**src/rtl/itr_ctrl_pkg.sv**
```systemverilog
// Shared types and helpers for the interrupt controller slice.
package itr_ctrl_pkg;

    typedef enum logic [1:0] {
        ST_IDLE = 2'd0,
        ST_FIRE = 2'd1,
        ST_SERV = 2'd2,
        ST_HOLD = 2'd3
    } itr_state_e;

    function automatic int unsigned idx_w(input int unsigned n);
        return (n > 1) ? $clog2(n) : 1;
    endfunction

endpackage

```
**src/rtl/itr_ctrl_if.sv**
```systemverilog
// Peripheral/core-facing signal bundle of the interrupt controller.
interface itr_ctrl_if
    import itr_ctrl_pkg::*;
#(
    parameter int unsigned NSRC = 4
);
    localparam int unsigned IW = idx_w(NSRC);

    logic [NSRC-1:0] src;
    logic            inhibit;
    logic            mask_wr;
    logic            clr_wr;
    logic            eoi;
    logic            err_clr;
    logic [NSRC-1:0] cfg_data;
    logic            itr;
    logic [IW-1:0]   vec;
    logic            in_svc;
    logic [NSRC-1:0] pend;
    logic            err;

    modport slave (
        input  src, inhibit, mask_wr, clr_wr, eoi, err_clr, cfg_data,
        output itr, vec, in_svc, pend, err
    );

    modport master (
        output src, inhibit, mask_wr, clr_wr, eoi, err_clr, cfg_data,
        input  itr, vec, in_svc, pend, err
    );

endinterface

```
**src/rtl/itr_ctrl_prio.sv**
```systemverilog
// Combinational priority encoder: fixed (index 0 highest) or round-robin from ptr.
module itr_prio
    import itr_ctrl_pkg::*;
#(
    parameter  int unsigned NSRC  = 4,
    parameter  int unsigned RRPRI = 0,
    localparam int unsigned IW    = idx_w(NSRC)
) (
    input  logic [NSRC-1:0] req,
    input  logic [IW-1:0]   ptr,
    output logic [IW-1:0]   gnt_idx,
    output logic            gnt_vld
);

    always_comb begin
        int unsigned base;
        int unsigned j;
        gnt_idx = '0;
        gnt_vld = 1'b0;
        j       = 0;
        base    = (RRPRI != 0) ? 32'(ptr) : 32'd0;
        // Scan NSRC slots starting at base, wrapping without a modulo.
        for (int unsigned i = 0; i < NSRC; i++) begin
            j = base + i;
            if (j >= NSRC) j = j - NSRC;
            if (!gnt_vld && req[IW'(j)]) begin
                gnt_vld = 1'b1;
                gnt_idx = IW'(j);
            end
        end
    end

endmodule

```
**src/rtl/itr_ctrl.sv**
```systemverilog
// Interrupt controller: latches source edges, masks/prioritises them and
// issues a one-cycle itr pulse, then waits for eoi (or timeout) before refiring.
module itr_ctrl
    import itr_ctrl_pkg::*;
#(
    parameter int unsigned NSRC   = 4,
    parameter int unsigned RRPRI  = 0,
    parameter int unsigned HOLDOF = 2,
    parameter int unsigned TMOUT  = 0,
    parameter int unsigned NBTMO  = 16
) (
    input logic       clk,
    input logic       rst,
    itr_ctrl_if.slave bus
);

    localparam int unsigned       IW        = idx_w(NSRC);
    localparam int unsigned       CW        = (HOLDOF > 0) ? $clog2(HOLDOF + 1) : 1;
    localparam logic [CW-1:0]     HOLD_INIT = CW'(HOLDOF);
    localparam logic [NBTMO-1:0]  TMO_LAST  = NBTMO'(TMOUT - 1);

    itr_state_e      state_q, state_d;
    logic [NSRC-1:0] src_q, pend_q, pend_d, mask_q, eligible, clr_bits;
    logic [IW-1:0]   vec_q, vec_d, ptr_q, ptr_d, gnt_idx;
    logic            gnt_vld;
    logic [CW-1:0]   cnt_q, cnt_d;
    logic [NBTMO-1:0] tmo_q, tmo_d;
    logic            err_q, err_d;
    logic            itr_q, in_svc_q;

    assign eligible = pend_q & mask_q;

    itr_prio #(
        .NSRC  (NSRC),
        .RRPRI (RRPRI)
    ) u_prio (
        .req     (eligible),
        .ptr     (ptr_q),
        .gnt_idx (gnt_idx),
        .gnt_vld (gnt_vld)
    );

    always_comb begin
        state_d  = state_q;
        vec_d    = vec_q;
        ptr_d    = ptr_q;
        cnt_d    = cnt_q;
        tmo_d    = tmo_q;
        err_d    = err_q;
        clr_bits = bus.clr_wr ? bus.cfg_data : '0;

        if (bus.err_clr) err_d = 1'b0;

        case (state_q)
            ST_IDLE: begin
                if (gnt_vld && !bus.inhibit) begin
                    state_d = ST_FIRE;
                    vec_d   = gnt_idx;
                    ptr_d   = (gnt_idx == IW'(NSRC - 1)) ? '0 : gnt_idx + 1'b1;
                end
            end
            ST_FIRE: begin
                clr_bits[vec_q] = 1'b1;
                tmo_d           = '0;
                state_d         = ST_SERV;
            end
            ST_SERV: begin
                // eoi takes precedence over a coincident timeout.
                if (bus.eoi || (TMOUT != 0 && tmo_q == TMO_LAST)) begin
                    if (!bus.eoi) err_d = 1'b1;
                    state_d = (HOLDOF == 0) ? ST_IDLE : ST_HOLD;
                    cnt_d   = HOLD_INIT;
                end else if (tmo_q != '1) begin
                    tmo_d = tmo_q + 1'b1;
                end
            end
            ST_HOLD: begin
                cnt_d = cnt_q - 1'b1;
                if (cnt_q <= CW'(1)) state_d = ST_IDLE;
            end
            default: state_d = ST_IDLE;
        endcase

        // A fresh edge wins over any clear of the same bit.
        pend_d = (pend_q & ~clr_bits) | (bus.src & ~src_q);
    end

    always_ff @(posedge clk or posedge rst) begin
        if (rst) begin
            state_q  <= ST_IDLE;
            src_q    <= '0;
            pend_q   <= '0;
            mask_q   <= '0;
            vec_q    <= '0;
            ptr_q    <= '0;
            cnt_q    <= '0;
            tmo_q    <= '0;
            err_q    <= 1'b0;
            itr_q    <= 1'b0;
            in_svc_q <= 1'b0;
        end else begin
            state_q  <= state_d;
            src_q    <= bus.src;
            pend_q   <= pend_d;
            if (bus.mask_wr) mask_q <= bus.cfg_data;
            vec_q    <= vec_d;
            ptr_q    <= ptr_d;
            cnt_q    <= cnt_d;
            tmo_q    <= tmo_d;
            err_q    <= err_d;
            itr_q    <= (state_d == ST_FIRE);
            in_svc_q <= (state_d == ST_FIRE) || (state_d == ST_SERV);
        end
    end

    assign bus.itr    = itr_q;
    assign bus.vec    = vec_q;
    assign bus.in_svc = in_svc_q;
    assign bus.pend   = pend_q;
    assign bus.err    = err_q;

endmodule

```
**src/flat_wrapper.sv**
```systemverilog
// flat-port wrapper written by rule: the top's interface ports become plain ports
module itr_ctrl_flat import itr_ctrl_pkg::*;
#(
    parameter int unsigned NSRC   = 4,
    parameter int unsigned RRPRI  = 0,
    parameter int unsigned HOLDOF = 2,
    parameter int unsigned TMOUT  = 0,
    parameter int unsigned NBTMO  = 16
)
  (clk, rst, bus_src, bus_inhibit, bus_mask_wr, bus_clr_wr, bus_eoi, bus_err_clr, bus_cfg_data, bus_itr, bus_vec, bus_in_svc, bus_pend, bus_err);
  itr_ctrl_if #(.NSRC(NSRC)) bus_i ();
  input logic clk;
  input logic rst;
  input wire logic [$bits(bus_i.src)-1:0] bus_src;
  input wire logic [$bits(bus_i.inhibit)-1:0] bus_inhibit;
  input wire logic [$bits(bus_i.mask_wr)-1:0] bus_mask_wr;
  input wire logic [$bits(bus_i.clr_wr)-1:0] bus_clr_wr;
  input wire logic [$bits(bus_i.eoi)-1:0] bus_eoi;
  input wire logic [$bits(bus_i.err_clr)-1:0] bus_err_clr;
  input wire logic [$bits(bus_i.cfg_data)-1:0] bus_cfg_data;
  output wire logic [$bits(bus_i.itr)-1:0] bus_itr;
  output wire logic [$bits(bus_i.vec)-1:0] bus_vec;
  output wire logic [$bits(bus_i.in_svc)-1:0] bus_in_svc;
  output wire logic [$bits(bus_i.pend)-1:0] bus_pend;
  output wire logic [$bits(bus_i.err)-1:0] bus_err;
  assign bus_i.src = bus_src;
  assign bus_i.inhibit = bus_inhibit;
  assign bus_i.mask_wr = bus_mask_wr;
  assign bus_i.clr_wr = bus_clr_wr;
  assign bus_i.eoi = bus_eoi;
  assign bus_i.err_clr = bus_err_clr;
  assign bus_i.cfg_data = bus_cfg_data;
  assign bus_itr = bus_i.itr;
  assign bus_vec = bus_i.vec;
  assign bus_in_svc = bus_i.in_svc;
  assign bus_pend = bus_i.pend;
  assign bus_err = bus_i.err;
  itr_ctrl #(.NSRC(NSRC), .RRPRI(RRPRI), .HOLDOF(HOLDOF), .TMOUT(TMOUT), .NBTMO(NBTMO)) u_core (.clk(clk), .rst(rst), .bus(bus_i));
endmodule
```
**config.mk**
```make
export PLATFORM = sky130hd
export DESIGN_NAME = itr_ctrl_flat
export DESIGN_NICKNAME = d
export VERILOG_FILES = /design/src/rtl/itr_ctrl_pkg.sv /design/src/rtl/itr_ctrl_if.sv /design/src/rtl/itr_ctrl_prio.sv /design/src/rtl/itr_ctrl.sv /design/src/flat_wrapper.sv
export SDC_FILE = /design/constraint.sdc
export NUM_CORES = 1
export LEC_CHECK = 0
export BUFFER_PORTS_ARGS = -buffer_cell sky130_fd_sc_hd__buf_2
export CAP_MARGIN = 15
export CORE_MARGIN = 2
export CORE_UTILIZATION = 49
export DETAILED_ROUTE_END_ITERATION = 12
export GPL_TIMING_DRIVEN = 0
export PLACE_DENSITY = 0.75
export SLEW_MARGIN = 30
export SYNTH_ARGS = -nofsm -noshare
export SYNTH_HDL_FRONTEND = slang
export SYNTH_SLANG_ARGS = --single-unit
```
**constraint.sdc**
```tcl
create_clock -name clk -period 1.55 [get_ports clk]
set_input_delay 0.2325 -clock clk [delete_from_list [all_inputs] [get_ports clk]]
set_output_delay 0.2325 -clock clk [all_outputs]
set_load 0.005 [all_outputs]
```
==> qor.txt, run 1 <==
Die area -> 2080 sq um
First-pass iteration count of the detailed router -> 4
Critical path data arrival time -> 1620 ps
Number of synthesis warnings -> 0
Insertion delay to the later sink of the worst-skew pair -> 300 ps
Comb pwr share -> 29.3%
RSZ-0062 raised after global routing -> false
Clock transition at the registers of the reported paths -> 110 ps
Cell Rows -> 15
Nets -> 119
Final Hold Fails -> 0
Avg Inst Size Synth -> 11.2 sq um
Total global-route track usage -> 16.3%
Flop pwr share -> 50.7%
Crit path time final -> 1410 ps
Vias -> 613
VDD IR max -> 0.945 mV
Most frequent cells in the layout -> 21 x buf_2, 20 x dfrtp_1, 11 x nand2_1
Iter 0 DRT Violations -> 1
Post-CTS Hold Fix Bufs -> 0
Number of diodes -> 0
CTS Sinks -> 20
Reg2Reg Depth -> 5
WP data required -> 1760 ps
Critical path cell sequence -> a22o_1 > o21ai_2 > o21ai_0 > ha_1 > inv_1
Post-synth cell types -> 23
Initial antenna violation count -> 0
Net Count, Synth -> 93
Die extent in x -> 45.6 um
Pwr Density -> 1520 nW/um^2
Mapped Area -> 848 sq um
First-pass GRT wire length -> 2.37 mm
Max stage delay on crit path -> 410 ps
Setup violators final -> 0
Reg2reg end -> u_core.bus.in_svc$_DFF_PP0_
Startpoint types -> register
Crit share post-route -> 91.2%
Lkg Pwr -> 0.517 nW
Placed Instances -> 114
Max-cap violations -> 0
P&R area growth vs syn -> 19.2%
Switching pwr -> 501 uW
CTS max path bufs -> 2
Commonest non-fill, non-tap cell in the layout -> buf_2
Run status -> completed
Slew Limit Fails -> 0
Synth Instances -> 76
Core area -> 1670 sq um
CP Max Fanout -> 3
Slowest CP cell -> dfrtp_1
Sequential area share after synthesis -> 59.0%
FMAX -> 708 MHz
Fin util -> 60.5%
Layout cell share with drive strength beyond 1 -> 33.7%
Clock power share -> 20.0%
Total CTS buffers -> 3
DRC -> 0
Pin count of the biggest net entering global routing -> 21
Internal power -> 1.03 mW
#FFs+latches synth -> 20
ANT nets after route -> 0
Drt wl/cell -> 12.5 um
Grt ovf -> 0
Final instance count without filler cells -> 118
Setup TNS -> 0 ps
Max Clock Skew -> 1.89 ps
Tightest Pin Transition -> 724 ps
Die height -> 45.6 um
Root Driver -> clkbuf_4
Worst reg2reg setup slack -> 140 ps
Port buffer count -> 21
Path category of the worst min-delay check -> in -> async
Post-CTS resize count -> 0
Worst r2r src -> u_core.mask_q[0]$_DFFE_PP0P_
Element type at the critical path end -> register
Critical path class -> reg -> reg
Relative slew slack -> 51.7%
Setup repair bufs after CTS -> 0
H-tree depth -> 1
Switching share of power -> 32.7%
Total Wirelength -> 1.47 mm
Via/cell ratio -> 5.19
CTS tree -> yes
Io pins -> 24
Vias in the first global route -> 575
FILL cells -> 154
Starting Density -> 50.8%
Placer Congestion -> 0.792
worst max-delay path: cells and delay by family, from the launching register on:
family | cells | cell delay [ps]
flip-flops | 1 | 410
adder cells (fa/ha/maj) | 1 | 280
buffers and inverters | 1 | 30
AO/OA/AOI/OAI | 3 | 590
area by class of cell:
cell class	count	area (sq um)	area share (%)
well taps	17	21.3	2.10
repair buffers	21	105	10.4
multi-input cells	46	307	30.3
flip-flops and latches	20	500	49.5
inverters	9	33.8	3.34
plain buffers	1	7.51	0.743
clock buffers	4	36.3	3.59
power groups by stage:
stage | registers, mW | logic (mW) | clock network (mW)
final | 0.777 | 0.450 | 0.306
after global routing | 0.799 | 0.520 | 0.325
after CTS | 0.776 | 0.460 | 0.309
after detailed placement | 0.788 | 0.458 | 0
after global placement | 0.781 | 0.443 | 0
after floorplan | 0.773 | 0.304 | 0
flip-flops by register name, summed over array words and instances, names as in the netlist:
register           count
u_core.bus.in_svc      1
u_core.src_q           4
u_core.state_q         2
u_core.bus.pend        4
u_core.cnt_q           2
u_core.mask_q          4
u_core.bus.itr         1
u_core.bus.vec         2
logic make-up (layout without fill, tap and decap cells):
logic type	Yosys count	in the layout	synth area share, %
simple gates	20	20	11.4
flops	20	20	59.0
fa+ha+maj	2	2	2.95
compound gates	16	16	11.9
other cells	1	1	0.442
mux	7	7	9.44
buf+inv	10	35	4.87
stage by stage:
stage / hold slack (ps) / power [mW] / setup WS (ps) / area (sq um)
2_1_floorplan: 196 / 1.08 / 238 / 848
3_3_place_gp: 354 / 1.22 / 168 / 975
3_5_place_dp: 355 / 1.25 / 155 / 975
4_1_cts: 36.5 / 1.55 / 133 / 1010
5_1_grt: 29.5 / 1.64 / 68.3 / 1010
6_report: 27.7 / 1.53 / 137 / 1010
routing by layer:
| metal | global-route usage (%) | up-vias | share of wire, % |
|---|---|---|---|
| li1 | - | 304 | - |
| met1 | 21.3 | 289 | 47 |
| met2 | 26.5 | 16 | 47 |
| met3 | 2.38 | 4 | 4.1 |
| met4 | 7.65 | 0 | 2.4 |
| met5 | 0 | - | 0 |
worst max path at each step:
| stage | startpoint | to | slack, ps | cells after the start |
|---|---|---|---|---|
| after floorplan | u_core.bus.pend[0]$_DFF_PP0_ | u_core.bus.in_svc$_DFF_PP0_ | 240 | 5 |
| after global placement | u_core.bus.pend[0]$_DFF_PP0_ | u_core.bus.in_svc$_DFF_PP0_ | 170 | 5 |
| after detailed placement | u_core.mask_q[0]$_DFFE_PP0P_ | u_core.bus.in_svc$_DFF_PP0_ | 160 | 5 |
| after CTS | u_core.mask_q[0]$_DFFE_PP0P_ | u_core.bus.in_svc$_DFF_PP0_ | 130 | 5 |
| after global routing | u_core.mask_q[0]$_DFFE_PP0P_ | u_core.bus.in_svc$_DFF_PP0_ | 70 | 5 |
| final | u_core.mask_q[0]$_DFFE_PP0P_ | u_core.bus.in_svc$_DFF_PP0_ | 140 | 5 |
synthesized netlist by cell type, drive strengths merged:
cell	instances	area share [%]
dfrtp	20	59
nand2	11	4.9
inv	9	4.0
o21ai	7	4.6
mux2	5	7.1
nor2	4	2.7
a21oi	3	1.8
ha	2	2.9
mux2i	2	2.4
nand3	2	1.2
o211ai	2	1.8
a22o	1	1.0
a32oi	1	1.0
buf	1	0.89
conb	1	0.44
nor2b	1	0.74
nor3b	1	0.89
o22a	1	1.0
o22ai	1	0.74
or2	1	1.0
No activity file was read; power rests on OpenSTA's default activity.
==> run 2: changes to the inputs <==
--- a/config.mk
+++ b/config.mk
@@ -7,11 +7,12 @@
 export LEC_CHECK = 0
 export BUFFER_PORTS_ARGS = -buffer_cell sky130_fd_sc_hd__buf_2
 export CAP_MARGIN = 15
-export CORE_MARGIN = 2
-export CORE_UTILIZATION = 49
+export CORE_ASPECT_RATIO = 0.7
+export CORE_MARGIN = 4
+export CORE_UTILIZATION = 45
 export DETAILED_ROUTE_END_ITERATION = 12
 export GPL_TIMING_DRIVEN = 0
-export PLACE_DENSITY = 0.75
+export PLACE_DENSITY = 0.7
 export SLEW_MARGIN = 30
 export SYNTH_ARGS = -nofsm -noshare
 export SYNTH_HDL_FRONTEND = slang
==> run 2 against run 1 <==
Register-to-register slack about the same. Final area shrank 0.87%. Non-clock buffer count unchanged. Sequential cell count unchanged. Setup slack improved by 2.8 ps. Critical endpoint unchanged. Sequential share of layout area rose by 0.43 points. Cell count up 2.5%. Clock skew rose by 3.8 ps. Total power decreased by 4.1%. First-iteration DRC count grew to 12 times the previous value.
==> qor.txt, run 2 (synthesis results as in run 1) <==
Initial antenna violation count -> 0
Io pins -> 24
Relative slew slack -> 51.9%
Register area -> 500 sq um
Path category of the worst min-delay check -> in -> async
Total Wirelength -> 1.52 mm
Startpoint types -> register
RSZ-0062 raised after global routing -> false
Drt wl/cell -> 12.6 um
Nets -> 119
Critical path cell sequence -> a22o_1 > o21ai_2 > o21ai_0 > ha_1 > inv_1
Final Hold Fails -> 0
H-tree depth -> 1
Vias in the first global route -> 597
Critical path data arrival time -> 1610 ps
Grt ovf -> 0
CTS Sinks -> 20
Vias -> 602
Setup repair bufs after CTS -> 0
Setup TNS -> 0 ps
FILL cells -> 150
CTS max path bufs -> 2
CP Max Fanout -> 3
Total global-route track usage -> 13.7%
Max stage delay on crit path -> 410 ps
CTS tree -> yes
Crit share post-route -> 91.0%
Dpl cell area -> 980 sq um
Post-CTS resize count -> 0
Pwr Density -> 1470 nW/um^2
Most frequent cells in the layout -> 21 x buf_2, 20 x dfrtp_1, 11 x nand2_1
Slew Limit Fails -> 0
WP buf/inv -> 1
Die area -> 2650 sq um
WP data required -> 1750 ps
First-pass iteration count of the detailed router -> 2
Root Driver -> clkbuf_4
VDD IR max -> 1.04 mV
Max-cap violations -> 0
DRC -> 0
Element type at the critical path end -> register
Die height -> 44.3 um
P&R area growth vs syn -> 18.1%
Fin area -> 1000 sq um
Lkg Pwr -> 0.510 nW
Tightest Pin Transition -> 720 ps
Slowest CP cell -> dfrtp_1
Port buffer count -> 21
Overall power -> 1.47 mW
Number of diodes -> 0
Crit path time final -> 1410 ps
Iter 0 DRT Violations -> 12
Layout cell share with drive strength beyond 1 -> 33.0%
Starting Density -> 50.4%
Setup violators final -> 0
Via/cell ratio -> 4.98
Commonest non-fill, non-tap cell in the layout -> buf_2
Die extent in x -> 59.9 um
Core area -> 1680 sq um
Placer Congestion -> 0.748
Clock transition at the registers of the reported paths -> 100 ps
Multi-input combinational cell area -> 307 sq um
Cell Rows -> 12
First-pass GRT wire length -> 2.66 mm
Placed Instances -> 118
Critical path class -> reg -> reg
Run status -> completed
Insertion delay to the later sink of the worst-skew pair -> 290 ps
Post-DP HPWL -> 1.22 mm
Post-CTS Hold Fix Bufs -> 0
Pin count of the biggest net entering global routing -> 21
Final instance count without filler cells -> 121
Max Clock Skew -> 5.64 ps
Total CTS buffers -> 3
CP top delay family -> compound AO/OA/AOI/OAI gates
ANT nets after route -> 0
FMAX -> 709 MHz
==> run 2: layout make-up <==
| cell class | count | area share [%] |
|---|---|---|
| buffer | 1 | 0.749 |
| timing repair buffer | 21 | 10.5 |
| tap | 21 | 2.62 |
| multi-input combinational | 46 | 30.6 |
| clock buffer | 3 | 2.25 |
| inverter | 9 | 3.37 |
| sequential | 20 | 49.9 |
==> run 2: worst reg2reg max path: stages, from the launching register on <==
cell and delay (ps):
dfrtp_1 410, a22o_1 260, o21ai_2 190, o21ai_0 130, ha_1 290, inv_1 30
==> run 2: metrics by stage <==
step,setup WS [ps],hold slack (ps),utilization (%)
after global placement,175,355,58.3
after detailed placement,148,355,58.3
after global routing,53.0,36.6,59.6
final,140,39.4,59.6
after floorplan,238,196,-
after CTS,133,39.4,59.6
==> run 2: final timing paths <==
check / startpoint / cells after the start / endpoint / slack [ps]
hold / removal: rst / 2 / u_core.bus.vec[1]$_DFFE_PP0P_ / 40
setup reg to reg: u_core.mask_q[0]$_DFFE_PP0P_ / 5 / u_core.bus.in_svc$_DFF_PP0_ / 140
setup / recovery: u_core.mask_q[0]$_DFFE_PP0P_ / 5 / u_core.bus.in_svc$_DFF_PP0_ / 140
hold reg to reg: u_core.src_q[3]$_DFF_PP0_ / 1 / u_core.bus.pend[3]$_DFF_PP0_ / 420
min in group clk: bus_src[2] / 1 / u_core.src_q[2]$_DFF_PP0_ / 50
max in group asynchronous: rst / 2 / u_core.bus.in_svc$_DFF_PP0_ / 1060
==> run 2: where the power goes <==
part	switching (mW)	internal [mW]
Clock	0.143	0.0904
Sequential	0.117	0.659
Combinational	0.227	0.235
Total	0.487	0.984
==> run 2: metal layers <==
metal | vias to the layer above | global-route usage [%] | share of wire (%) | wire length [um]
li1 | 304 | - | - | -
met1 | 284 | 18.8 | 52 | 793
met2 | 14 | 20.3 | 42 | 635
met3 | 0 | 5.25 | 6.1 | 93
met4 | 0 | 3.98 | 0 | 0
met5 | - | 0 | 0 | 0
